$ cat src/rtl/fft_pkg.sv
// Shared FFT definitions: default sizes, complex sample type, bit-reversal helper.
package fft_pkg;

    localparam int unsigned LOG2N_DEF = 5;
    localparam int unsigned WR_DEF    = 10;
    localparam int unsigned WI_DEF    = 8;
    localparam int unsigned LOG2N_MAX = 10;

    typedef struct packed {
        logic signed [WR_DEF-1:0] re;
        logic signed [WI_DEF-1:0] im;
    } cplx_t;

    // Reverse the low nbits bits of value; upper bits of the result are zero.
    function automatic logic [LOG2N_MAX-1:0] bitrev(input logic [LOG2N_MAX-1:0] value,
                                                    input int unsigned nbits);
        logic [LOG2N_MAX-1:0] v;
        logic [LOG2N_MAX-1:0] r;
        v = value;
        r = '0;
        for (int unsigned i = 0; i < LOG2N_MAX; i++) begin
            if (i < nbits) begin
                r = {r[LOG2N_MAX-2:0], v[0]};
                v = v >> 1;
            end
        end
        return r;
    endfunction

endpackage

$ cat src/rtl/fft_reorder_bank.sv
// One reorder bank: N-entry register array, one write port, one combinational
// read port and a frame-full flag.
module fft_reorder_bank
    import fft_pkg::*;
#(
    parameter int unsigned LOG2N = LOG2N_DEF,
    parameter int unsigned W     = WR_DEF + WI_DEF
) (
    input  logic             clk,
    input  logic             rst,
    input  logic             we,
    input  logic [LOG2N-1:0] waddr,
    input  logic [W-1:0]     wdata,
    input  logic             set_full,
    input  logic             clr_full,
    input  logic [LOG2N-1:0] raddr,
    output logic [W-1:0]     rdata_c,
    output logic             full
);

    localparam int unsigned N = 1 << LOG2N;

    logic [W-1:0] mem [N];

    // Sample storage; contents survive reset.
    always_ff @(posedge clk) begin
        if (we) begin
            mem[waddr] <= wdata;
        end
    end

    assign rdata_c = mem[raddr];

    // Full flag: set by the writer on a frame's last sample, cleared by the reader.
    always_ff @(posedge clk) begin
        if (rst) begin
            full <= 1'b0;
        end else if (set_full) begin
            full <= 1'b1;
        end else if (clr_full) begin
            full <= 1'b0;
        end
    end

endmodule

$ cat src/rtl/fft_reorder_buffer.sv
// Ping-pong reorder buffer: writes frames in bit-reversed (or natural) address
// order and streams them out in natural order with a valid/ready handshake.
module fft_reorder_buffer
    import fft_pkg::*;
#(
    parameter int unsigned LOG2N = LOG2N_DEF,
    parameter int unsigned WR    = WR_DEF,
    parameter int unsigned WI    = WI_DEF
) (
    input  logic                 clk,
    input  logic                 rst,
    input  logic                 in_valid,
    output logic                 in_ready,
    input  logic                 in_sop,
    input  logic signed [WR-1:0] in_r,
    input  logic signed [WI-1:0] in_i,
    input  logic                 bypass,
    output logic                 out_valid,
    input  logic                 out_ready,
    output logic                 out_sop,
    output logic                 out_eop,
    output logic signed [WR-1:0] out_r,
    output logic signed [WI-1:0] out_i,
    output logic                 err_sync
);

    localparam int unsigned N = 1 << LOG2N;
    localparam int unsigned W = WR + WI;
    localparam logic [LOG2N-1:0] CNT_LAST = LOG2N'(N - 1);
    localparam logic [LOG2N-1:0] CNT_PEN  = LOG2N'(N - 2);

    typedef enum logic {R_IDLE, R_STREAM} rd_state_t;

    logic [LOG2N-1:0] wr_cnt;
    logic             wr_bank;
    logic             bypass_lat;
    logic [1:0]       full;

    rd_state_t        rd_state;
    logic [LOG2N-1:0] rd_cnt;
    logic             rd_bank;

    logic             accept_c;
    logic             resync_c;
    logic             start_c;
    logic             byp_c;
    logic [LOG2N-1:0] cnt_c;
    logic [LOG2N-1:0] waddr_c;
    logic             wlast_c;
    logic [LOG2N-1:0] raddr_c;
    logic             drain_c;
    logic [W-1:0]     rdata0_c;
    logic [W-1:0]     rdata1_c;
    logic [W-1:0]     rd_word_c;

    assign in_ready = !full[wr_bank];

    // Write-side decode: accept, resync, address selection, frame completion.
    always_comb begin
        accept_c = in_valid && in_ready;
        resync_c = accept_c && in_sop && (wr_cnt != '0);
        start_c  = accept_c && ((wr_cnt == '0) || in_sop);
        byp_c    = start_c ? bypass : bypass_lat;
        cnt_c    = resync_c ? '0 : wr_cnt;
        waddr_c  = byp_c ? cnt_c : LOG2N'(bitrev(LOG2N_MAX'(cnt_c), LOG2N));
        wlast_c  = accept_c && !resync_c && (wr_cnt == CNT_LAST);
    end

    // Write counter, bank pointer, bypass latch and resync pulse.
    always_ff @(posedge clk) begin
        if (rst) begin
            wr_cnt     <= '0;
            wr_bank    <= 1'b0;
            bypass_lat <= 1'b0;
            err_sync   <= 1'b0;
        end else begin
            err_sync <= resync_c;
            if (accept_c) begin
                if (start_c) begin
                    bypass_lat <= bypass;
                end
                if (resync_c) begin
                    wr_cnt <= LOG2N'(1);
                end else if (wr_cnt == CNT_LAST) begin
                    wr_cnt  <= '0;
                    wr_bank <= ~wr_bank;
                end else begin
                    wr_cnt <= wr_cnt + LOG2N'(1);
                end
            end
        end
    end

    // Read-side decode. A bank is released once its last entry has been loaded
    // into the output register, so the writer can refill it while that sample
    // is still waiting for its handshake; this keeps back-to-back frames bubble-free.
    always_comb begin
        raddr_c   = ((rd_state == R_IDLE) || (rd_cnt == CNT_LAST)) ? '0 : rd_cnt + LOG2N'(1);
        drain_c   = (rd_state == R_STREAM) && out_valid && out_ready && (rd_cnt == CNT_PEN);
        rd_word_c = rd_bank ? rdata1_c : rdata0_c;
    end

    fft_reorder_bank #(.LOG2N(LOG2N), .W(W)) u_bank0 (
        .clk      (clk),
        .rst      (rst),
        .we       (accept_c && !wr_bank),
        .waddr    (waddr_c),
        .wdata    ({in_r, in_i}),
        .set_full (wlast_c && !wr_bank),
        .clr_full (drain_c && !rd_bank),
        .raddr    (raddr_c),
        .rdata_c  (rdata0_c),
        .full     (full[0])
    );

    fft_reorder_bank #(.LOG2N(LOG2N), .W(W)) u_bank1 (
        .clk      (clk),
        .rst      (rst),
        .we       (accept_c && wr_bank),
        .waddr    (waddr_c),
        .wdata    ({in_r, in_i}),
        .set_full (wlast_c && wr_bank),
        .clr_full (drain_c && rd_bank),
        .raddr    (raddr_c),
        .rdata_c  (rdata1_c),
        .full     (full[1])
    );

    // Read FSM and output register; outputs hold while stalled.
    always_ff @(posedge clk) begin
        if (rst) begin
            rd_state  <= R_IDLE;
            rd_cnt    <= '0;
            rd_bank   <= 1'b0;
            out_valid <= 1'b0;
            out_sop   <= 1'b0;
            out_eop   <= 1'b0;
            out_r     <= '0;
            out_i     <= '0;
        end else begin
            case (rd_state)
                R_IDLE: begin
                    if (full[rd_bank]) begin
                        rd_state  <= R_STREAM;
                        rd_cnt    <= '0;
                        out_r     <= rd_word_c[W-1:WI];
                        out_i     <= rd_word_c[WI-1:0];
                        out_valid <= 1'b1;
                        out_sop   <= 1'b1;
                        out_eop   <= 1'b0;
                    end
                end
                R_STREAM: begin
                    if (out_valid && out_ready) begin
                        if (rd_cnt == CNT_LAST) begin
                            if (full[rd_bank]) begin
                                rd_cnt  <= '0;
                                out_r   <= rd_word_c[W-1:WI];
                                out_i   <= rd_word_c[WI-1:0];
                                out_sop <= 1'b1;
                                out_eop <= 1'b0;
                            end else begin
                                rd_state  <= R_IDLE;
                                out_valid <= 1'b0;
                                out_sop   <= 1'b0;
                                out_eop   <= 1'b0;
                            end
                        end else begin
                            rd_cnt  <= rd_cnt + LOG2N'(1);
                            out_r   <= rd_word_c[W-1:WI];
                            out_i   <= rd_word_c[WI-1:0];
                            out_sop <= 1'b0;
                            out_eop <= (rd_cnt == CNT_PEN);
                            if (rd_cnt == CNT_PEN) begin
                                rd_bank <= ~rd_bank;
                            end
                        end
                    end
                end
                default: rd_state <= R_IDLE;
            endcase
        end
    end

endmodule

$ cat config.mk
export PLATFORM = sky130hd
export DESIGN_NAME = fft_reorder_buffer
export DESIGN_NICKNAME = d
export VERILOG_FILES = /design/src/rtl/fft_pkg.sv /design/src/rtl/fft_reorder_bank.sv /design/src/rtl/fft_reorder_buffer.sv
export SDC_FILE = /design/constraint.sdc
export NUM_CORES = 1
export LEC_CHECK = 0
export ABC_AREA = 1
export BUFFER_PORTS_ARGS = -buffer_cell sky130_fd_sc_hd__buf_2
export CORE_ASPECT_RATIO = 1.1
export CORE_UTILIZATION = 55
export DETAILED_ROUTE_END_ITERATION = 10
export PLACE_DENSITY = 0.78
export SYNTH_ARGS = -nofsm -noshare
export SYNTH_HDL_FRONTEND = slang
export SYNTH_HIERARCHICAL = 1
export SYNTH_SLANG_ARGS = --single-unit
$ cat constraint.sdc
create_clock -name clk -period 6.75 [get_ports clk]
set_input_delay 0.675 -clock clk [delete_from_list [all_inputs] [get_ports clk]]
set_output_delay 0.675 -clock clk [all_outputs]
set_load 0.005 [all_outputs]
==> flow_summary.ini, run 1 <==
[cts]
clk_path_buf_depth = 3
clock_sinks = 1190
clock_latency_ns = 0.70
tritoncts = built
cts_setup_buffers = 0
path_clk_slew_ns = 0.07
ctsRootBufferMaster = clkbuf_16
numCtsBuffers = 111
htree_num_levels = 3
cts_resized = 0
cts_hold_buf = 0

[yosys]
yosys-top-cells-area = edfxtp_1 71%, nand2_1 13%, nand3_1 9.2%
synthCells = 4309
yosys_register_bits = 1190
yosysTopAreaCell = edfxtp_1
syn_nets = 4340
synth-seq-area-share = 0.7227
syn_avg_cell_area_um2 = 11.35
synth_top_area_frac = 0.7071
synthDistinctLibCells = 35
yosysWarnings = 6
syn-cell-area_um2 = 48920

[setup_path]
cp.arrival_ns = 5.48
worstPathMaxFanout = 202
crit_required_ns = 7.38
start_kind = flop
endpoint_kind = flop
path_class = reg -> reg

[final_layout]
syn2layout_area_growth_pct = 9.757
fillers = 6550
layout-drive-gt1-share = 0.07860
utilization = 0.6101
nets = 4343

[power_and_ir_drop]
p_leak_uw = 0.01959
peakVddDrop_v = 0.0002043
p_per_area_nw_per_um2 = 286.1

[detailed_routing]
route.detailed.drc = 0
first_iter_violations = 4072
ant_nets = 0
wirelength_mm = 126.6
firstDrtPassIters = 8
wl_per_cell_um = 22.75
vias = 33070
via_per_inst = 5.941

[placed_design]
place.gp.congestion = 0.9155
placement.io_buffers = 46
dp_hpwl_mm = 67.86

[timing]
fin_tns_setup_ns = 0
slew_headroom = 0.1133
skew_ns = 0.04430
finalHoldViolCount = 0
setup_viol = 0
whs_ns = 0.4133
slew_viol_final = 0
rsz0062_at_grt = false
layout_min_cycle_time_ns = 4.852
fmax_mhz = 206.1
worst_slew_pin_slew_ns = 1.330
fin_crit_sh = 0.7188

[global_routing]
antenna_found_initial = 4
grt_pass1_vias = 31240
grt_pass1_wl_mm = 186.7
track_usage = 0.2774
grt_max_degree = 203
grt.overflow.total = 0

[min_path]
hp-class = in -> reg

[status]
outcome = finished clean

[floorplan]
num_io_pins = 47
rows = 114
die_y_um = 314.8
die_area_um2 = 90140
core_um2 = 88010
start_util = 0.5559
die_w_um = 286.4

[job]
maxCapViolations = 0
==> area by class of cell <==
type,instances,area (µm²),share of cell area
Sequential cell,1190,35350,0.6584
Tap cell,1160,1451,0.02703
Antenna cell,4,10.01,0.0001864
Timing Repair Buffer,140,1023,0.01906
Inverter,52,226.5,0.004218
Clock inverter,75,769.5,0.01433
Clock buffer,128,2905,0.05411
Multi-Input combinational cell,2817,11950,0.2226
==> cell families after synthesis <==
| kind of cell | share of synthesized area |
|---|---|
| compound gates | 0.004246 |
| fa+ha+maj | 0.001790 |
| flops | 0.7227 |
| xor+xnor | 0.0001791 |
| buf+inv | 0.03435 |
| simple gates | 0.2367 |
==> registers in the layout, summed over array words and instances (netlist names), 5 cells and up <==
register	cells
u_bank1/mem	576
u_bank0/mem	576
rd_cnt	5
out_r	10
wr_cnt	5
out_i	8
==> cells in the mapped netlist <==
cell and instances:
nand4_1 1, nand3_1 899, nand3b_1 2, nand3_2 1, clkbuf_1 43, inv_4 2
xor2_1 1, or2_4 1, buf_1 37, buf_2 98, nor2b_1 1, inv_2 6
a21oi_4 1, nand2_1 1731, nor2_1 126, o21ai_0 12, clkinv_4 1, inv_1 36
o21ai_1 10, a21oi_1 15, nand2_2 2, nor3b_1 1, nand2_4 2, dfxtp_1 38
a31oi_1 1, buf_4 40, nor2_2 1, inv_6 3, nor2_4 1, clkinv_1 4
ha_1 7, buf_12 1, edfxtp_1 1152, buf_6 31, nor3_1 1
==> report_power, final <==
group	switching, µW	internal, µW
combinational	684	207
clock	2670	3650
sequential	23.9	8130
total	3380	12000
==> routing by layer <==
layer | part of all wire | track usage
met5 | 0.00021 | 0
met4 | 0.052 | 0.1462
met3 | 0.090 | 0.04768
met2 | 0.48 | 0.4506
met1 | 0.38 | 0.3596
==> through the flow <==
| stage | power (µW) | worst slack [ns] | cell area (µm²) | std cells |
|---|---|---|---|---|
| after CTS | 15390 | 2.024 | 53680 | 5562 |
| after floorplan | 8856 | 3.911 | 48920 | 4309 |
| after detailed placement | 9179 | 2.059 | 50010 | 5359 |
| final | 15360 | 1.898 | 53690 | 5566 |
| after global routing | 15760 | 1.617 | 53680 | 5562 |
| after global placement | 9156 | 2.113 | 50010 | 5359 |
==> path summary, 6_finish.rpt <==
kind / endpoint / slack (ns) / start / depth (start not counted)
hold reg to reg: out_eop$_SDFFE_PP0P_ / 0.48 / out_eop$_SDFFE_PP0P_ / 2
setup reg to reg: out_i[0]$_SDFFE_PP0P_ / 1.90 / rd_cnt[0]$_SDFFE_PP0P_ / 21
setup / recovery: out_i[0]$_SDFFE_PP0P_ / 1.90 / rd_cnt[0]$_SDFFE_PP0P_ / 21
hold / removal: rd_cnt[4]$_SDFFE_PP0P_ / 0.41 / out_ready / 5
==> placed cells by master (no fill, tap or decap), drive strengths merged <==
cell | synthesis | final
buf | 207 | 140
nor3b | 1 | 1
nor2 | 128 | 128
nand2 | 1735 | 1735
clkinvlp | 0 | 6
nand3b | 2 | 2
edfxtp | 1152 | 1152
xor2 | 1 | 1
clkbuf | 43 | 128
inv | 47 | 47
o21ai | 22 | 22
or2 | 1 | 1
dfxtp | 38 | 38
nand3 | 900 | 900
nor2b | 1 | 1
bufinv | 0 | 15
a31oi | 1 | 1
nand4 | 1 | 1
nor3 | 1 | 1
diode | 0 | 4
a21oi | 16 | 16
ha | 7 | 7
clkinv | 5 | 59
==> critical path, stage by stage (launching register included) <==
cell,delay (ns)
dfxtp_1,0.37
ha_1,0.24
nand2_1,0.09
nor2_1,0.06
ha_1,0.17
inv_1,0.08
nand2_1,0.26
nor2_4,0.72
buf_4,0.55
buf_12,0.68
nand2_1,0.12
nand3_1,0.13
nand3_1,0.22
nand2_1,0.14
nand2_1,0.06
nand2_1,0.12
nand2_1,0.09
nand2_1,0.09
nand2_1,0.13
nand2_1,0.11
o21ai_1,0.07
nor2_1,0.11
Note: power is estimated with default switching activity, not from simulation.
==> run 2, diff against run 1 <==
--- a/config.mk
+++ b/config.mk
@@ -5,12 +5,12 @@
 export SDC_FILE = /design/constraint.sdc
 export NUM_CORES = 1
 export LEC_CHECK = 0
-export ABC_AREA = 1
+export ABC_AREA = 0
 export BUFFER_PORTS_ARGS = -buffer_cell sky130_fd_sc_hd__buf_2
 export CORE_ASPECT_RATIO = 1.1
 export CORE_UTILIZATION = 55
 export DETAILED_ROUTE_END_ITERATION = 10
-export PLACE_DENSITY = 0.78
+export PLACE_DENSITY = 0.81
 export SYNTH_ARGS = -nofsm -noshare
 export SYNTH_HDL_FRONTEND = slang
 export SYNTH_HIERARCHICAL = 1
==> constraint.sdc (replaced) <==
create_clock -name clk -period 4.22 [get_ports clk]
set_input_delay 0.422 -clock clk [delete_from_list [all_inputs] [get_ports clk]]
set_output_delay 0.422 -clock clk [all_outputs]
set_load 0.005 [all_outputs]
==> flow_summary.ini, run 2 <==
[status]
outcome = finished clean

[timing]
skew_ns = 0.04357
worst_slew_pin_slew_ns = 1.374
rsz0062_at_grt = false
whs_ns = 0.07741
finalHoldViolCount = 0
layout_min_cycle_time_ns = 4.121
slew_headroom = 0.08415
slew_viol_final = 0
fin_crit_sh = 0.9764
fin_tns_setup_ns = 0
setup_viol = 0
fmax_mhz = 242.7

[final_layout]
layout_common_cells = 1152 x edfxtp_1, 596 x mux2i_1, 146 x a22oi_1
layout-drive-gt1-share = 0.1310
syn2layout_area_growth_pct = 11.39
layout.cells.non_filler = 4141
final_common_cell = edfxtp_1
design_area_um2 = 52890
nets = 2937
utilization = 0.6207
fillers = 5837
reg_top3 = u_bank0/mem x576, u_bank1/mem x576, out_r x10

[global_routing]
grt_pass1_wl_mm = 169.4
antenna_found_initial = 6
met3_usage = 0.04580
grt_pass1_vias = 26550
gr-usage-met1 = 0.3442
track_usage = 0.2671
use_met2 = 0.4419
grt-busiest-layer = met2
grt_max_degree = 139
grt.overflow.total = 0

[yosys]
synth_xor_area_frac = 0.0003689
yosysTopAreaCell = edfxtp_1
synth_top_area_frac = 0.7286
syn_avg_cell_area_um2 = 17.16
synthMuxAreaShare = 0.1264
synth_compound_area_frac = 0.05679
syn-cell-area_um2 = 47480
yosysWarnings = 6
yosys_register_bits = 1190
synth.most_common_cell = edfxtp_1
synth-simple-area-share = 0.04469
synth-edff-count = 1152
synthAdderAreaFrac = 0.001845
synthCells = 2767
async_reset_ff_frac = 0
synthDistinctLibCells = 52
synth-seq-area-share = 0.7446
synth_common_cells = 1152 x edfxtp_1, 596 x mux2i_1, 146 x a22oi_1
synth_top_family_by_area = multiplexers
yosys-top-cells-area = edfxtp_1 73%, mux2i_1 13%, a22oi_1 2.3%
synthFlopType = edfxtp_1
syn_nets = 2798

[detailed_routing]
wl_per_cell_um = 28.06
first_iter_violations = 3281
via_per_inst = 6.402
ant_nets = 0
firstDrtPassIters = 6
wirelength_mm = 116.2
route.detailed.drc = 0
vias = 26510

[cts]
path_clk_slew_ns = 0.06
clk_path_buf_depth = 3
clock_sinks = 1190
cts_setup_buffers = 0
ctsRootBufferMaster = clkbuf_16
cts_hold_buf = 0
cts_resized = 0
numCtsBuffers = 112
clock_latency_ns = 0.70
htree_num_levels = 3
tritoncts = built

[power_and_ir_drop]
p_leak_uw = 0.01595
peakVddDrop_v = 0.0004066
p_per_area_nw_per_um2 = 436.4

[min_path]
hp-class = in -> reg

[placed_design]
placed_cells = 3932
place.gp.congestion = 0.9017
dp_hpwl_mm = 66.90
dpl_cell_area_um2 = 49330
placement.io_buffers = 46

[setup_path]
cp.arrival_ns = 4.73
start_kind = flop
crit_required_ns = 4.83
endpoint_kind = flop
worstPathMaxFanout = 57
path_class = reg -> reg

[floorplan]
rows = 112
die_w_um = 282.1
start_util = 0.5573
die_area_um2 = 87510
core_um2 = 85200
die_y_um = 310.2
num_io_pins = 47

[job]
maxCapViolations = 0
[run 2: cell types whose count changed after synthesis, moves of 38 or more]
cell     before  now
a21oi_1      15   84
a22o_1        0   72
a22oi_1       0  146
a31oi_1       1   41
buf_2        98   57
mux2i_1       0  596
nand2_1    1731   86
nand3_1     899   86
nand4_1       1   39
[run 2: logic make-up (layout without fill, tap and decap cells)]
family	count (synthesis)	count (layout)
compound gates	382	382
xor+xnor	2	2
fa+ha+maj	7	7
buf+inv	172	405
flops	1190	1190
mux	599	599
other cells	0	1
simple gates	415	415
[run 2: worst paths after layout]
check	start	end	slack (ns)	depth (start not counted)
setup / recovery	rd_cnt[0]$_SDFFE_PP0P_	out_r[6]$_SDFFE_PP0P_	0.1	14
hold reg to reg	out_sop$_SDFFE_PP0P_	out_sop$_SDFFE_PP0P_	0.51	2
setup reg to reg	rd_cnt[0]$_SDFFE_PP0P_	out_r[6]$_SDFFE_PP0P_	0.1	14
hold / removal	in_r[3]	u_bank0/mem[20][11]$_DFFE_PP_	0.08	1
[run 2: stage by stage]
step / setup WS, ns / power [µW]
after detailed placement: 0.2541 / 13690
after global placement: 0.3875 / 13660
after floorplan: 0.5188 / 13380
after global routing: 0.03816 / 23650
final: 0.09945 / 23080
after CTS: 0.1572 / 23180
[run 2: critical path: stages (launching register included)]
cell	delay [ns]
dfxtp_1	0.39
ha_1	0.27
and3_1	0.22
ha_1	0.24
nand2b_1	0.24
nor2_4	0.18
buf_12	0.20
buf_12	0.37
mux2i_1	0.15
a22o_1	0.25
nor3_1	0.59
a31oi_1	0.20
nand3_1	0.26
mux2i_1	0.17
a211oi_1	0.25
[run 2: layout make-up]
cell class / instances / area, µm² / share of cell area
antenna: 1 / 2.502 / 0.00004732
clock buffer: 145 / 3048 / 0.05763
clock inverter: 63 / 503.0 / 0.009511
inverter: 8 / 30.03 / 0.0005678
multi-input combinational: 1405 / 10980 / 0.2076
sequential: 1190 / 35350 / 0.6685
tap: 1140 / 1426 / 0.02697
timing repair buffer: 189 / 1541 / 0.02915
[run 2: power by group]
part	switching, µW	internal, µW	leakage [µW]
Clock	4240	5400	0.00173
Combinational	349	88.9	0.00355
Sequential	13.0	13000	0.0107
[run 2: layer usage]
metal | part of all wire | wire length (µm)
met1 | 0.36 | 41620
met2 | 0.49 | 56640
met3 | 0.10 | 12160
met4 | 0.050 | 5779
met5 | 0.00011 | 13
